--- src/rtl/orbis32_qed_scheduler_if.sv ---
// orbis32_qed_scheduler_if: instruction-side bundle between the symbolic
// instruction source / fetch stage and the SQED scheduler.
//
// Handshake: ena is the fetch stage's accept strobe. The scheduler advances
// state only on rising clk edges where ena=1. qed_instruction is valid for
// the core when qed_vld=1. A cycle with qed_vld=0 carries filler NOP, or a
// held value while ena=0. There is no back-pressure towards the source:
// an ifu_instruction presented on an ena=1 edge is either taken or dropped
// as filler on that same edge.
interface orbis32_qed_scheduler_if #(
    parameter int CNT_W = 5
);
    logic             ena;
    logic             exec_dup;
    logic [31:0]      ifu_instruction;
    logic [31:0]      qed_instruction;
    logic             qed_vld;
    logic             qed_ready;
    logic [CNT_W-1:0] orig_count;
    logic [CNT_W-1:0] dup_count;
    logic [1:0]       dbg_state;

    // Source/fetch side
    modport master (
        output ena, exec_dup, ifu_instruction,
        input  qed_instruction, qed_vld, qed_ready, orig_count, dup_count, dbg_state
    );

    // Scheduler side
    modport slave (
        input  ena, exec_dup, ifu_instruction,
        output qed_instruction, qed_vld, qed_ready, orig_count, dup_count, dbg_state
    );
endinterface

--- src/rtl/orbis32_qed_scheduler.sv ---
// orbis32_qed_scheduler: issues original instructions (r0-r15), buffers
// them, then replays each one as its duplicate remapped to r16-r31, and
// finally raises qed_ready as the consistency-check point.
//
// Optional feature macro: QED_MEM_SPLIT_EN
//   defined     - loads and stores are issued, buffered and duplicated
//                 into the upper memory half.
//   not defined - loads and stores in the original stream become filler.
//
// dbg_state encoding: 0 = ORIG, 1 = DUP, 2 = DONE.
module orbis32_qed_scheduler #(
    parameter int DEPTH = 16,
    parameter int CNT_W = 5
) (
    input  logic                   clk,
    input  logic                   rst,
    orbis32_qed_scheduler_if.slave bus
);

    localparam int          AW  = $clog2(DEPTH);
    localparam logic [31:0] NOP = 32'h1500_0000;

    typedef enum logic [1:0] {
        S_ORIG = 2'd0,
        S_DUP  = 2'd1,
        S_DONE = 2'd2
    } state_t;

    state_t           state_q, state_d;
    logic [31:0]      instr_q, instr_d;
    logic             vld_q, vld_d;
    logic             ready_q, ready_d;
    logic [CNT_W-1:0] orig_q, orig_d;
    logic [CNT_W-1:0] dupc_q, dupc_d;
    logic [AW-1:0]    wr_q, wr_d;
    logic [AW-1:0]    rd_q, rd_d;
    logic             push;
    logic             accept;

    logic [31:0] mem_q [DEPTH];

    // Duplicate form: set bit 4 of every register field the opcode uses.
    function automatic logic [31:0] dup_xform(input logic [31:0] ins);
        logic [31:0] r;
        r = ins;
        case (ins[31:26])
            6'b111000, 6'b110010: r = ins | 32'h0210_8000;
            6'b100111, 6'b101001, 6'b101010,
            6'b101011, 6'b101100, 6'b101110: r = ins | 32'h0210_0000;
`ifdef QED_MEM_SPLIT_EN
            6'b100001, 6'b100010, 6'b100011,
            6'b100100, 6'b100101, 6'b100110: r = ins | 32'h0200_4000;
            6'b110101, 6'b110110, 6'b110111: r = ins | 32'h0100_8000;
`endif
            default: r = ins;
        endcase
        return r;
    endfunction

    // Decide whether the current source instruction is a real original.
`ifdef QED_MEM_SPLIT_EN
    always_comb begin
        accept = (bus.ifu_instruction != NOP);
    end
`else
    logic is_mem;
    always_comb begin
        is_mem = 1'b0;
        case (bus.ifu_instruction[31:26])
            6'b100001, 6'b100010, 6'b100011,
            6'b100100, 6'b100101, 6'b100110,
            6'b110101, 6'b110110, 6'b110111: is_mem = 1'b1;
            default:                         is_mem = 1'b0;
        endcase
        accept = (bus.ifu_instruction != NOP) && !is_mem;
    end
`endif

    // Next-state and output decode; everything holds while ena is low.
    always_comb begin
        state_d = state_q;
        instr_d = instr_q;
        vld_d   = 1'b0;
        ready_d = ready_q;
        orig_d  = orig_q;
        dupc_d  = dupc_q;
        wr_d    = wr_q;
        rd_d    = rd_q;
        push    = 1'b0;
        if (bus.ena) begin
            case (state_q)
                S_ORIG: begin
                    instr_d = NOP;
                    if (accept) begin
                        instr_d = bus.ifu_instruction;
                        vld_d   = 1'b1;
                        push    = 1'b1;
                        wr_d    = wr_q + 1'b1;
                        orig_d  = orig_q + 1'b1;
                    end
                    // Buffer fills on this push, or an explicit request once
                    // at least one original already went out.
                    if ((bus.exec_dup && (orig_q != '0)) ||
                        (accept && (orig_q == CNT_W'(DEPTH - 1)))) begin
                        state_d = S_DUP;
                    end
                end
                S_DUP: begin
                    instr_d = dup_xform(mem_q[rd_q]);
                    vld_d   = 1'b1;
                    rd_d    = rd_q + 1'b1;
                    dupc_d  = dupc_q + 1'b1;
                    if ((dupc_q + 1'b1) == orig_q) begin
                        state_d = S_DONE;
                    end
                end
                S_DONE: begin
                    instr_d = NOP;
                    ready_d = 1'b1;
                end
                default: begin
                    state_d = S_ORIG;
                end
            endcase
        end
    end

    // State, output and pointer registers with synchronous reset.
    always_ff @(posedge clk) begin
        if (rst) begin
            state_q <= S_ORIG;
            instr_q <= NOP;
            vld_q   <= 1'b0;
            ready_q <= 1'b0;
            orig_q  <= '0;
            dupc_q  <= '0;
            wr_q    <= '0;
            rd_q    <= '0;
        end else begin
            state_q <= state_d;
            instr_q <= instr_d;
            vld_q   <= vld_d;
            ready_q <= ready_d;
            orig_q  <= orig_d;
            dupc_q  <= dupc_d;
            wr_q    <= wr_d;
            rd_q    <= rd_d;
        end
    end

    // Original-instruction buffer; contents survive reset, pointers do not.
    always_ff @(posedge clk) begin
        if (push && !rst) begin
            mem_q[wr_q] <= bus.ifu_instruction;
        end
    end

    assign bus.qed_instruction = instr_q;
    assign bus.qed_vld         = vld_q;
    assign bus.qed_ready       = ready_q;
    assign bus.orig_count      = orig_q;
    assign bus.dup_count       = dupc_q;
    assign bus.dbg_state       = state_q;

endmodule

--- src/flat_wrapper.sv ---
// flat-port wrapper written by rule: the top's interface ports become plain ports
module orbis32_qed_scheduler_flat 
#(
    parameter int DEPTH = 16,
    parameter int CNT_W = 5
)
  (clk, rst, bus_ena, bus_exec_dup, bus_ifu_instruction, bus_qed_instruction, bus_qed_vld, bus_qed_ready, bus_orig_count, bus_dup_count, bus_dbg_state);
  orbis32_qed_scheduler_if #(.CNT_W(CNT_W)) bus_i ();
  input  logic clk;
  input  logic rst;
  input wire logic [$bits(bus_i.ena)-1:0] bus_ena;
  input wire logic [$bits(bus_i.exec_dup)-1:0] bus_exec_dup;
  input wire logic [$bits(bus_i.ifu_instruction)-1:0] bus_ifu_instruction;
  output wire logic [$bits(bus_i.qed_instruction)-1:0] bus_qed_instruction;
  output wire logic [$bits(bus_i.qed_vld)-1:0] bus_qed_vld;
  output wire logic [$bits(bus_i.qed_ready)-1:0] bus_qed_ready;
  output wire logic [$bits(bus_i.orig_count)-1:0] bus_orig_count;
  output wire logic [$bits(bus_i.dup_count)-1:0] bus_dup_count;
  output wire logic [$bits(bus_i.dbg_state)-1:0] bus_dbg_state;
  assign bus_i.ena = bus_ena;
  assign bus_i.exec_dup = bus_exec_dup;
  assign bus_i.ifu_instruction = bus_ifu_instruction;
  assign bus_qed_instruction = bus_i.qed_instruction;
  assign bus_qed_vld = bus_i.qed_vld;
  assign bus_qed_ready = bus_i.qed_ready;
  assign bus_orig_count = bus_i.orig_count;
  assign bus_dup_count = bus_i.dup_count;
  assign bus_dbg_state = bus_i.dbg_state;
  orbis32_qed_scheduler #(.DEPTH(DEPTH), .CNT_W(CNT_W)) u_core (.clk(clk), .rst(rst), .bus(bus_i));
endmodule
--- config.mk ---
export PLATFORM = sky130hd
export DESIGN_NAME = orbis32_qed_scheduler_flat
export DESIGN_NICKNAME = d
export VERILOG_FILES = /design/src/rtl/orbis32_qed_scheduler_if.sv /design/src/rtl/orbis32_qed_scheduler.sv /design/src/flat_wrapper.sv
export SDC_FILE = /design/constraint.sdc
export NUM_CORES = 1
export LEC_CHECK = 0
export CORE_MARGIN = 1.5
export CORE_UTILIZATION = 28
export DETAILED_ROUTE_END_ITERATION = 6
export SYNTH_ARGS = -nofsm -noshare
export SYNTH_HDL_FRONTEND = slang
export SYNTH_SLANG_ARGS = --single-unit
--- constraint.sdc ---
create_clock -name clk -period 5.8 [get_ports clk]
set_clock_uncertainty 0.15 [all_clocks]
set_input_delay 0.87 -clock clk [delete_from_list [all_inputs] [get_ports clk]]
set_output_delay 0.87 -clock clk [all_outputs]
set_load 0.02 [all_outputs]
---- Word level (Yosys, flattened, before mapping) ----
Memory sizes are Yosys's and may differ from the RTL's. A register that Yosys moved wholly into a read port is not among the register bits.
Cells that the tools add are included.
storage, ports and cells
  flip-flop bits (word level) ............. 54
  latch bits .............................. 0
  RAM bits ................................ 512
  bits in read-only memories .............. 0
  input port bits ......................... 36
  output and inout port bits .............. 46
  word-level logic and storage cells ...... 73
  memories kept ........................... 1
operators by class
  add/subtract/negate cells ............... 4
  $mul .................................... 0
  divide/modulo/power cells ............... 0
  magnitude comparators ................... 0
  equality and inequality tests ........... 24
  shifts and indexed selects .............. 0
  muxes and demuxes ....................... 15
  bitwise operators ....................... 2
  reduce and logical (&&, ||, !) cells .... 19
memory list
  memory        depth  width  read ports  clocked after Yosys merged registers in  wr ports  RTL line                     source
  u_core.mem_q  16     32     1           1                                        1         orbis32_qed_scheduler.sv:40  logic [31:0] mem_q [DEPTH];
operators with widths
  kind                                                                count
  6-bit == test (second input constant)                               17
  32-bit one-hot mux with 3 select lines                              1
  26-bit one-hot mux with 2 select lines                              1
  32-bit two-way mux                                                  1
  32-bit by 29-bit != test with 1-bit output (second input constant)  1
  5-bit by 1-bit adder with 5-bit output (second input constant)      2
  9-bit OR reduction                                                  1
  4-bit by 1-bit adder with 4-bit output (second input constant)      2
  4-bit two-way mux                                                   2
  1-bit two-way mux                                                   6
  2-bit one-hot mux with 3 select lines                               1
  2-bit AND reduction                                                 3
  6-bit OR reduction                                                  1
  5-bit by 4-bit == test with 1-bit output (second input constant)    1
  5-bit == test                                                       1
  5-bit nonzero test                                                  1
  1-bit logical AND                                                   4
  2-bit two-way mux                                                   2
  2-bit by 1-bit != test with 1-bit output (second input constant)    2
  4-bit AND reduction                                                 1
  2-bit OR reduction                                                  2
  3-bit AND reduction                                                 1
  3-bit nonzero test                                                  1
  2-bit by 1-bit == test with 1-bit output (second input constant)    1
  6 further kinds                                                     8

---- Depth between registers and ports, before layout ----
Gate-level depths: netlist (run 1).
  depth after elaboration ................. 11
  mapped depth ............................ 11
  depth with buffers taken out ............ 8

---- Worst setup path after synthesis (run 1) ----
No wires, ideal clock.
  path kind ............................... input to register
  start point ............................. input port bus_ifu_instruction[30]
  end point ............................... memory u_core.mem_q[0][0], enable pin
  setup time .............................. 0.461 ns
  arrival ................................. 4.142 ns
  required time ........................... 5.189 ns
  setup slack ............................. 1.047 ns
  cell stages on the path ................. 8
  path buffers ............................ 0
  path through ............................ nand2b_1 nor2_1 a221oi_1 a41oi_1 nand3_1 nor2_1 nand2_1 nor3_1
between the ends
  longest elaborated chain between the ends .. 11
  elaborated cells between the ends (all ways) .. 20
  classes of those cells .................. eq/ne (10); mux (6); reduce/logical (4)
RTL lines
  what                                       RTL line                      source
  from (decl)                                flat_wrapper.sv:13            input wire logic [$bits(bus_i.ifu_instruction)-1:0] bus_ifu_instruction;
  6-bit == test                              orbis32_qed_scheduler.sv:69   case (bus.ifu_instruction[31:26])
  9-bit OR reduction                         orbis32_qed_scheduler.sv:69
  1-bit two-way mux                          orbis32_qed_scheduler.sv:69
  1-bit zero test                            orbis32_qed_scheduler.sv:75   accept = (bus.ifu_instruction != NOP) && !is_mem;
  1-bit logical AND *                        orbis32_qed_scheduler.sv:75
  1-bit two-way mux *                        orbis32_qed_scheduler.sv:94   if (accept) begin
  1-bit two-way mux *                        orbis32_qed_scheduler.sv:91   case (state_q)
  1-bit two-way mux *                        orbis32_qed_scheduler.sv:90   if (bus.ena) begin
  1-bit logical AND *                        orbis32_qed_scheduler.sv:153  if (push && !rst) begin
  1-bit two-way mux *                        orbis32_qed_scheduler.sv:153
  1-bit two-way mux (implied by the code) *  orbis32_qed_scheduler.sv:154  mem_q[wr_q] <= bus.ifu_instruction;
  to (decl)                                  orbis32_qed_scheduler.sv:40
Mark *: on every way between the ends. The rest lies on a longest branch, timed or not.

---- Worst setup path in the final report (run 1) ----
  start point ............................. input port bus_ifu_instruction[19]
  end point ............................... memory u_core.mem_q[15][8], enable pin
between the ends
  longest elaborated chain between the ends .. 8
RTL lines
  what                                        RTL line
  32-bit by 29-bit != test with 1-bit output  orbis32_qed_scheduler.sv:75
  1-bit logical AND                           orbis32_qed_scheduler.sv:75
  1-bit two-way mux                           orbis32_qed_scheduler.sv:94
  1-bit two-way mux                           orbis32_qed_scheduler.sv:91
  1-bit two-way mux                           orbis32_qed_scheduler.sv:90
  1-bit logical AND                           orbis32_qed_scheduler.sv:153
  1-bit two-way mux                           orbis32_qed_scheduler.sv:153
  1-bit two-way mux (implied by the code)     orbis32_qed_scheduler.sv:154
No other way between the ends.

==> results.sh, run 1 <==
export IMPL_area_growth_pct=18.8
export IMPL_core_area_um2=78900
export IMPL_pwr_density_cell_nw_per_um2=337
export IMPL_seq_power_share=0.515
export IMPL_std_cell_rows=103
export IMPL_period_minus_slack_ns=4.56
export IMPL_critPathCaptureType="flop"
export IMPL_ir_drop_mv=0.269
export IMPL_min_path_type="reg2reg"
export IMPL_yosys_top_cells_area="edfxtp_1 69%, mux4_2 14%, dfxtp_1 5.2%"
export IMPL_fmax_mhz=219
export IMPL_die_area_um2=81200
export IMPL_drtIter0Drc=1071
export IMPL_criticalPathCategory="in2reg"
export IMPL_vias=11134
export IMPL_first_pass_iters=7
export IMPL_antenna_found_initial=3
export IMPL_gp_congestion=0.802
export IMPL_layoutNonFillerInstCount=2303
export IMPL_ys_seq_elements=570
export IMPL_seq_area_um2=16500
export IMPL_power_mw=8.91
export IMPL_drv_cap=0
export IMPL_crit_fanout=22
export IMPL_postCtsResizedCells=0
export IMPL_insertion_delay_ns=0.63
export IMPL_via_per_inst=4.83
export IMPL_overflow=0
export IMPL_relSlewSlack=0.252
export IMPL_p_sw_frac=0.226
export IMPL_design_area_um2=26500
export IMPL_postCtsHoldBufs=0
export IMPL_htreeDepth=2
export IMPL_syn_area_um2=22300
export IMPL_cts_made_buffers=55
export IMPL_yosysTopAreaCellShare=0.690
export IMPL_multiInputGateArea_um2=5480
export IMPL_synthArstFlopShare=0
export IMPL_layout_nets=1255
export IMPL_cp_num_buf_inv=2
export IMPL_first_global_vias=11292
export IMPL_synth_most_common_cell="edfxtp_1"
export IMPL_routedWlPerCell_um=23.8
export IMPL_final_util=0.335
export IMPL_fin_crit_sh=0.786
export IMPL_crit_chain="clkdlybuf4s50_1 -> or4_1 -> nor4_1 -> a41oi_1 -> nand3_1 -> nor2_1 -> nand2_1 -> nor2_4 -> buf_4"
export IMPL_maxSlewViolCount=0
export IMPL_hold_viol=0
export IMPL_synth_edff_count=512
export IMPL_finalSetupViolCount=0
export IMPL_synth_common_cells="512 x edfxtp_1, 139 x mux4_2, 71 x nor2_1"
export IMPL_crit_required_ns=5.97
export IMPL_io_pins=82
export IMPL_drc=0
export IMPL_rsz0062_at_grt="no"
export IMPL_tightest_slew_ns=1.12
export IMPL_postCtsSetupBuffers=0
export IMPL_io_buffers=81
export IMPL_status="complete, no violations"
export IMPL_cts_tree="built"
export IMPL_combPwrFrac=0.077
export IMPL_yosys_area_top_type="edfxtp_1"
export IMPL_placed_area_um2=24600
export IMPL_cts_root_buf="clkbuf_16"
export IMPL_fin_ws_ns=1.24
export IMPL_crit_slowest_cell="clkdlybuf4s50_1"
export IMPL_power_switching_mw=2.02
export IMPL_die_h_um=285
export IMPL_final_setup_tns_ns=0
export IMPL_clock_tree_buffer_depth=3
export IMPL_cpPeakStageDelay_ns=0.90
export IMPL_wirelength_um=54800
export IMPL_yosys_warnings=0
export IMPL_initial_core_util=0.282
export IMPL_critPathLaunchType="input pin"
export IMPL_die_width_um=285
export IMPL_cts_clk_slew_worst_paths_ns=0.06
export IMPL_holdWs_ns=0.345
export IMPL_pwr_share_clk=0.408
export IMPL_hpwl_um=33200
export IMPL_arrival_ns=4.73
export IMPL_grt_use_total=0.134
export IMPL_synth_seq_area_share=0.743
export IMPL_leakage_nw=8.06
export IMPL_synth_fp_nets=1122
export IMPL_grt_pass1_wl_um=79500
export IMPL_cts_num_sinks=570
export IMPL_p_int_mw=6.90
export IMPL_synthFlopType="edfxtp_1"
export IMPL_place_ws_ns=0.579
export IMPL_nFillCells=7400
export IMPL_layout_drive_gt1_share=0.257
export IMPL_synth_distinct_cells=45
export IMPL_dp_cells=2199
export IMPL_ant_nets=0
export IMPL_crit_family="simple AND/OR/NAND/NOR gates"
export IMPL_synth_area_per_cell_um2=20.8
export IMPL_grt_max_degree=66
export IMPL_syn_inst=1073
-- power by group through the flow --
stage / combinational, mW / sequential (mW) / clock [mW]
after detailed placement: 0.689 / 4.68 / 0
after floorplan: 0.391 / 4.68 / 0
after global routing: 0.729 / 4.60 / 3.86
after CTS: 0.692 / 4.60 / 3.71
final: 0.683 / 4.59 / 3.64
after global placement: 0.682 / 4.68 / 0
-- cell usage in the layout, fill, tap and decap left out, drive strengths merged, types with 2 or more instances in the layout --
cell	netlist	layout
clkinv	0	20
nand2b	7	7
a22oi	5	5
buf	34	56
nand4	5	5
a211oi	5	5
a21oi	13	13
dfxtp	58	58
o41ai	2	2
xor2	12	12
mux4	155	155
clkdlybuf4s50	0	80
xnor2	10	10
o31ai	3	3
and3	4	4
nor4	5	5
nor3	33	33
nand3b	3	3
o21ai	3	3
edfxtp	512	512
nand3	12	12
bufinv	0	6
and2	3	3
ha	13	13
inv	9	11
nor2	71	71
nor2b	5	5
nand2	29	29
clkinvlp	0	3
clkbuf	26	72
a221oi	27	27
-- cell type report --
| type | count | share of cell area |
|---|---|---|
| flip-flops and latches | 570 | 0.625 |
| multi-input cells | 434 | 0.207 |
| inverters | 9 | 0.00128 |
| clock buffers | 72 | 0.0552 |
| clock inverters | 31 | 0.0137 |
| well taps | 1050 | 0.0497 |
| diodes | 1 | 0.0000946 |
| repair buffers | 136 | 0.0475 |
-- kinds of logic (layout without fill, tap and decap cells) --
| group | count (synthesis) | after routing | synth area share |
|---|---|---|---|
| flops | 570 | 570 | 0.743 |
| simple gates | 180 | 180 | 0.0372 |
| xor+xnor | 22 | 22 | 0.00865 |
| compound gates | 63 | 63 | 0.0273 |
| buf+inv | 69 | 248 | 0.0171 |
| mux | 156 | 156 | 0.160 |
| fa+ha+maj | 13 | 13 | 0.00730 |
| other cells | 0 | 1 | 0 |
-- sequential cells by signal (all words and copies together) (netlist names), named ones only --
| name | count |
|---|---|
| u_core.bus.qed_vld | 1 |
| u_core.bus.dup_count | 5 |
| u_core.bus.qed_instruction | 32 |
| u_core.rd_q | 4 |
| u_core.wr_q | 4 |
| u_core.bus.orig_count | 5 |
| u_core.mem_q | 512 |
| u_core.bus.qed_ready | 1 |
| u_core.bus.dbg_state | 2 |
-- final timing paths --
| check | start | to | slack, ns | depth (start not counted) |
|---|---|---|---|---|
| setup / recovery | bus_ifu_instruction[19] | u_core.mem_q[15][8]$_DFFE_PP_ | 1.24 | 9 |
| hold / removal | u_core.bus.qed_instruction[23]$_SDFFE_PP0P_ | u_core.bus.qed_instruction[23]$_SDFFE_PP0P_ | 0.35 | 2 |
| setup reg to reg | flop | u_core.bus.qed_instruction[15]$_SDFFE_PP0P_ | 2.30 | 9 |
| hold reg to reg | u_core.bus.qed_instruction[23]$_SDFFE_PP0P_ | u_core.bus.qed_instruction[23]$_SDFFE_PP0P_ | 0.35 | 2 |
-- worst min-delay path, stage by stage, from the launching register on --
cell and delay (ns):
dfxtp_1 0.31, nor2_1 0.09, nor3_1 0.05
-- routing by layer --
metal  wire length [um]  GRT usage  part of all wire
met5                 24          0           0.00044
met2              25300      0.207              0.46
met4                928     0.0269             0.017
met3               3780     0.0324             0.069
met1              24800      0.191              0.45
Power figures use the tool's default switching activity.
==> run 2, diff against run 1 <==
==> constraint.sdc (replaced) <==
create_clock -name clk -period 4.05 [get_ports clk]
set_clock_uncertainty 0.15 [all_clocks]
set_input_delay 0.6075 -clock clk [delete_from_list [all_inputs] [get_ports clk]]
set_output_delay 0.6075 -clock clk [all_outputs]
set_load 0.02 [all_outputs]
==> results.sh, run 2 (same netlist as run 1, synthesis figures left out) <==
export IMPL_status="complete, no violations"
export IMPL_use_met3=0.0278
export IMPL_routedWlPerCell_um=23.7
export IMPL_grt_pass1_wl_um=81400
export IMPL_layout_drive_gt1_share=0.293
export IMPL_crit_fanout=13
export IMPL_cts_root_buf="clkbuf_16"
export IMPL_rsz0062_at_grt="no"
export IMPL_via_per_inst=4.81
export IMPL_final_cell_mix="512 x edfxtp_1, 139 x mux4_2, 80 x clkdlybuf4s50_1, 60 x buf_4, 59 x nor2_1"
export IMPL_antennaDiodeCount=0
export IMPL_drc=0
export IMPL_pwr_share_clk=0.418
export IMPL_first_global_vias=11742
export IMPL_p_sw_frac=0.218
export IMPL_grt_use_total=0.137
export IMPL_drtIter0Drc=1030
export IMPL_ir_drop_mv=0.333
export IMPL_tightest_slew_ns=1.19
export IMPL_hpwl_um=34900
export IMPL_io_buffers=81
export IMPL_layout_commonest_cell="edfxtp_1"
export IMPL_final_setup_tns_ns=0
export IMPL_vias=11341
export IMPL_cts_num_sinks=570
export IMPL_holdWs_ns=0.333
export IMPL_finalSetupViolCount=0
export IMPL_seq_power_share=0.503
export IMPL_antenna_found_initial=0
export IMPL_hold_depth=2
export IMPL_grt_use_met1=0.186
export IMPL_regMostFlops="u_core.mem_q"
export IMPL_period_minus_slack_ns=3.94
export IMPL_design_area_um2=27500
export IMPL_cts_made_buffers=58
export IMPL_largest_register_ffs=512
export IMPL_std_cell_rows=103
export IMPL_relSlewSlack=0.202
export IMPL_hold_viol=0
export IMPL_power_switching_mw=2.85
export IMPL_io_pins=82
export IMPL_cts_clk_slew_worst_paths_ns=0.06
export IMPL_fmax_mhz=254
export IMPL_pwr_density_cell_nw_per_um2=475
export IMPL_crit_required_ns=4.35
export IMPL_grt_max_degree=56
export IMPL_die_area_um2=81200
export IMPL_critPathCaptureType="flop"
export IMPL_die_width_um=285
export IMPL_wirelength_um=56000
export IMPL_drv_cap=0
export IMPL_r2r_setup_slack_ns=0.91
export IMPL_clock_tree_buffer_depth=3
export IMPL_postCtsSetupBuffers=0
export IMPL_core_area_um2=78900
export IMPL_top_usage_layer="met2"
export IMPL_postCtsHoldBufs=0
export IMPL_area_growth_pct=23.6
export IMPL_criticalPathCategory="in2reg"
export IMPL_p_int_mw=10.2
export IMPL_met2_usage=0.222
export IMPL_htreeDepth=2
export IMPL_placed_area_um2=25600
export IMPL_crit_chain="clkdlybuf4s50_1 -> nor4_1 -> buf_4 -> nand4_1 -> nor4_1 -> a41oi_1 -> buf_4 -> nor2b_4 -> buf_12 -> a221oi_2 -> nor3_1"
export IMPL_fin_crit_sh=0.972
export IMPL_cts_tree="built"
export IMPL_dp_cells=2249
export IMPL_maxSlewViolCount=0
export IMPL_crit_slowest_cell="nor4_1"
export IMPL_ant_nets=0
export IMPL_layoutNonFillerInstCount=2359
export IMPL_critPathLaunchType="input pin"
export IMPL_min_path_type="reg2reg"
export IMPL_leakage_nw=8.51
export IMPL_overflow=0
export IMPL_worst_r2r_path_depth=6
export IMPL_nFillCells=7323
export IMPL_first_pass_iters=5
export IMPL_insertion_delay_ns=0.62
export IMPL_initial_core_util=0.282
export IMPL_arrival_ns=4.24
export IMPL_cpPeakStageDelay_ns=0.96
export IMPL_postCtsResizedCells=0
export IMPL_combPwrFrac=0.080
export IMPL_layout_nets=1308
export IMPL_gp_congestion=0.781
export IMPL_die_h_um=285
run 2: critical path: cells and delay by family:
| family | cells | cell delay, ns |
|---|---|---|
| compound gates | 2 | 0.68 |
| buf+inv | 4 | 1.12 |
| simple gates | 5 | 1.83 |
run 2: routing by layer:
| metal | up-vias | wire length [um] |
|---|---|---|
| met5 | - | 0 |
| met4 | 0 | 1380 |
| met3 | 81 | 3390 |
| met2 | 374 | 26700 |
| met1 | 6036 | 24500 |
| li1 | 4850 | - |
run 2: path summary, 6_finish.rpt:
check                                               from                                          end
min          u_core.bus.qed_instruction[26]$_SDFFE_PP1P_  u_core.bus.qed_instruction[26]$_SDFFE_PP1P_
max                               bus_ifu_instruction[0]  u_core.bus.qed_instruction[17]$_SDFFE_PP0P_
max reg2reg                                         flop  u_core.bus.qed_instruction[17]$_SDFFE_PP0P_
min reg2reg  u_core.bus.qed_instruction[26]$_SDFFE_PP1P_  u_core.bus.qed_instruction[26]$_SDFFE_PP1P_
run 2: final cells by class:
| cell class | count | area, um2 | area share |
|---|---|---|---|
| clock inverters | 24 | 293 | 0.0106 |
| inverters | 9 | 33.8 | 0.00123 |
| flip-flops and latches | 570 | 16500 | 0.601 |
| well taps | 1050 | 1310 | 0.0477 |
| repair buffers | 186 | 2160 | 0.0784 |
| clock buffers | 86 | 1680 | 0.0609 |
| multi-input cells | 434 | 5510 | 0.200 |
run 2: stage by stage:
| step | total power, mW | setup WS (ns) | utilization |
|---|---|---|---|
| final | 13.1 | 0.111 | 0.349 |
| after CTS | 13.2 | 0.179 | 0.349 |
| after global placement | 7.73 | -0.450 | 0.324 |
| after detailed placement | 7.75 | -0.455 | 0.324 |
| after global routing | 13.5 | 0.113 | 0.349 |
| after floorplan | 7.27 | 0.416 | - |
run 2: power groups by stage:
stage | Clock (mW) | Combinational (mW) | Sequential, mW
after floorplan | 0 | 0.561 | 6.71
after global placement | 0 | 1.04 | 6.69
after detailed placement | 0 | 1.05 | 6.70
after CTS | 5.57 | 1.06 | 6.57
after global routing | 5.79 | 1.11 | 6.58
final | 5.46 | 1.04 | 6.57
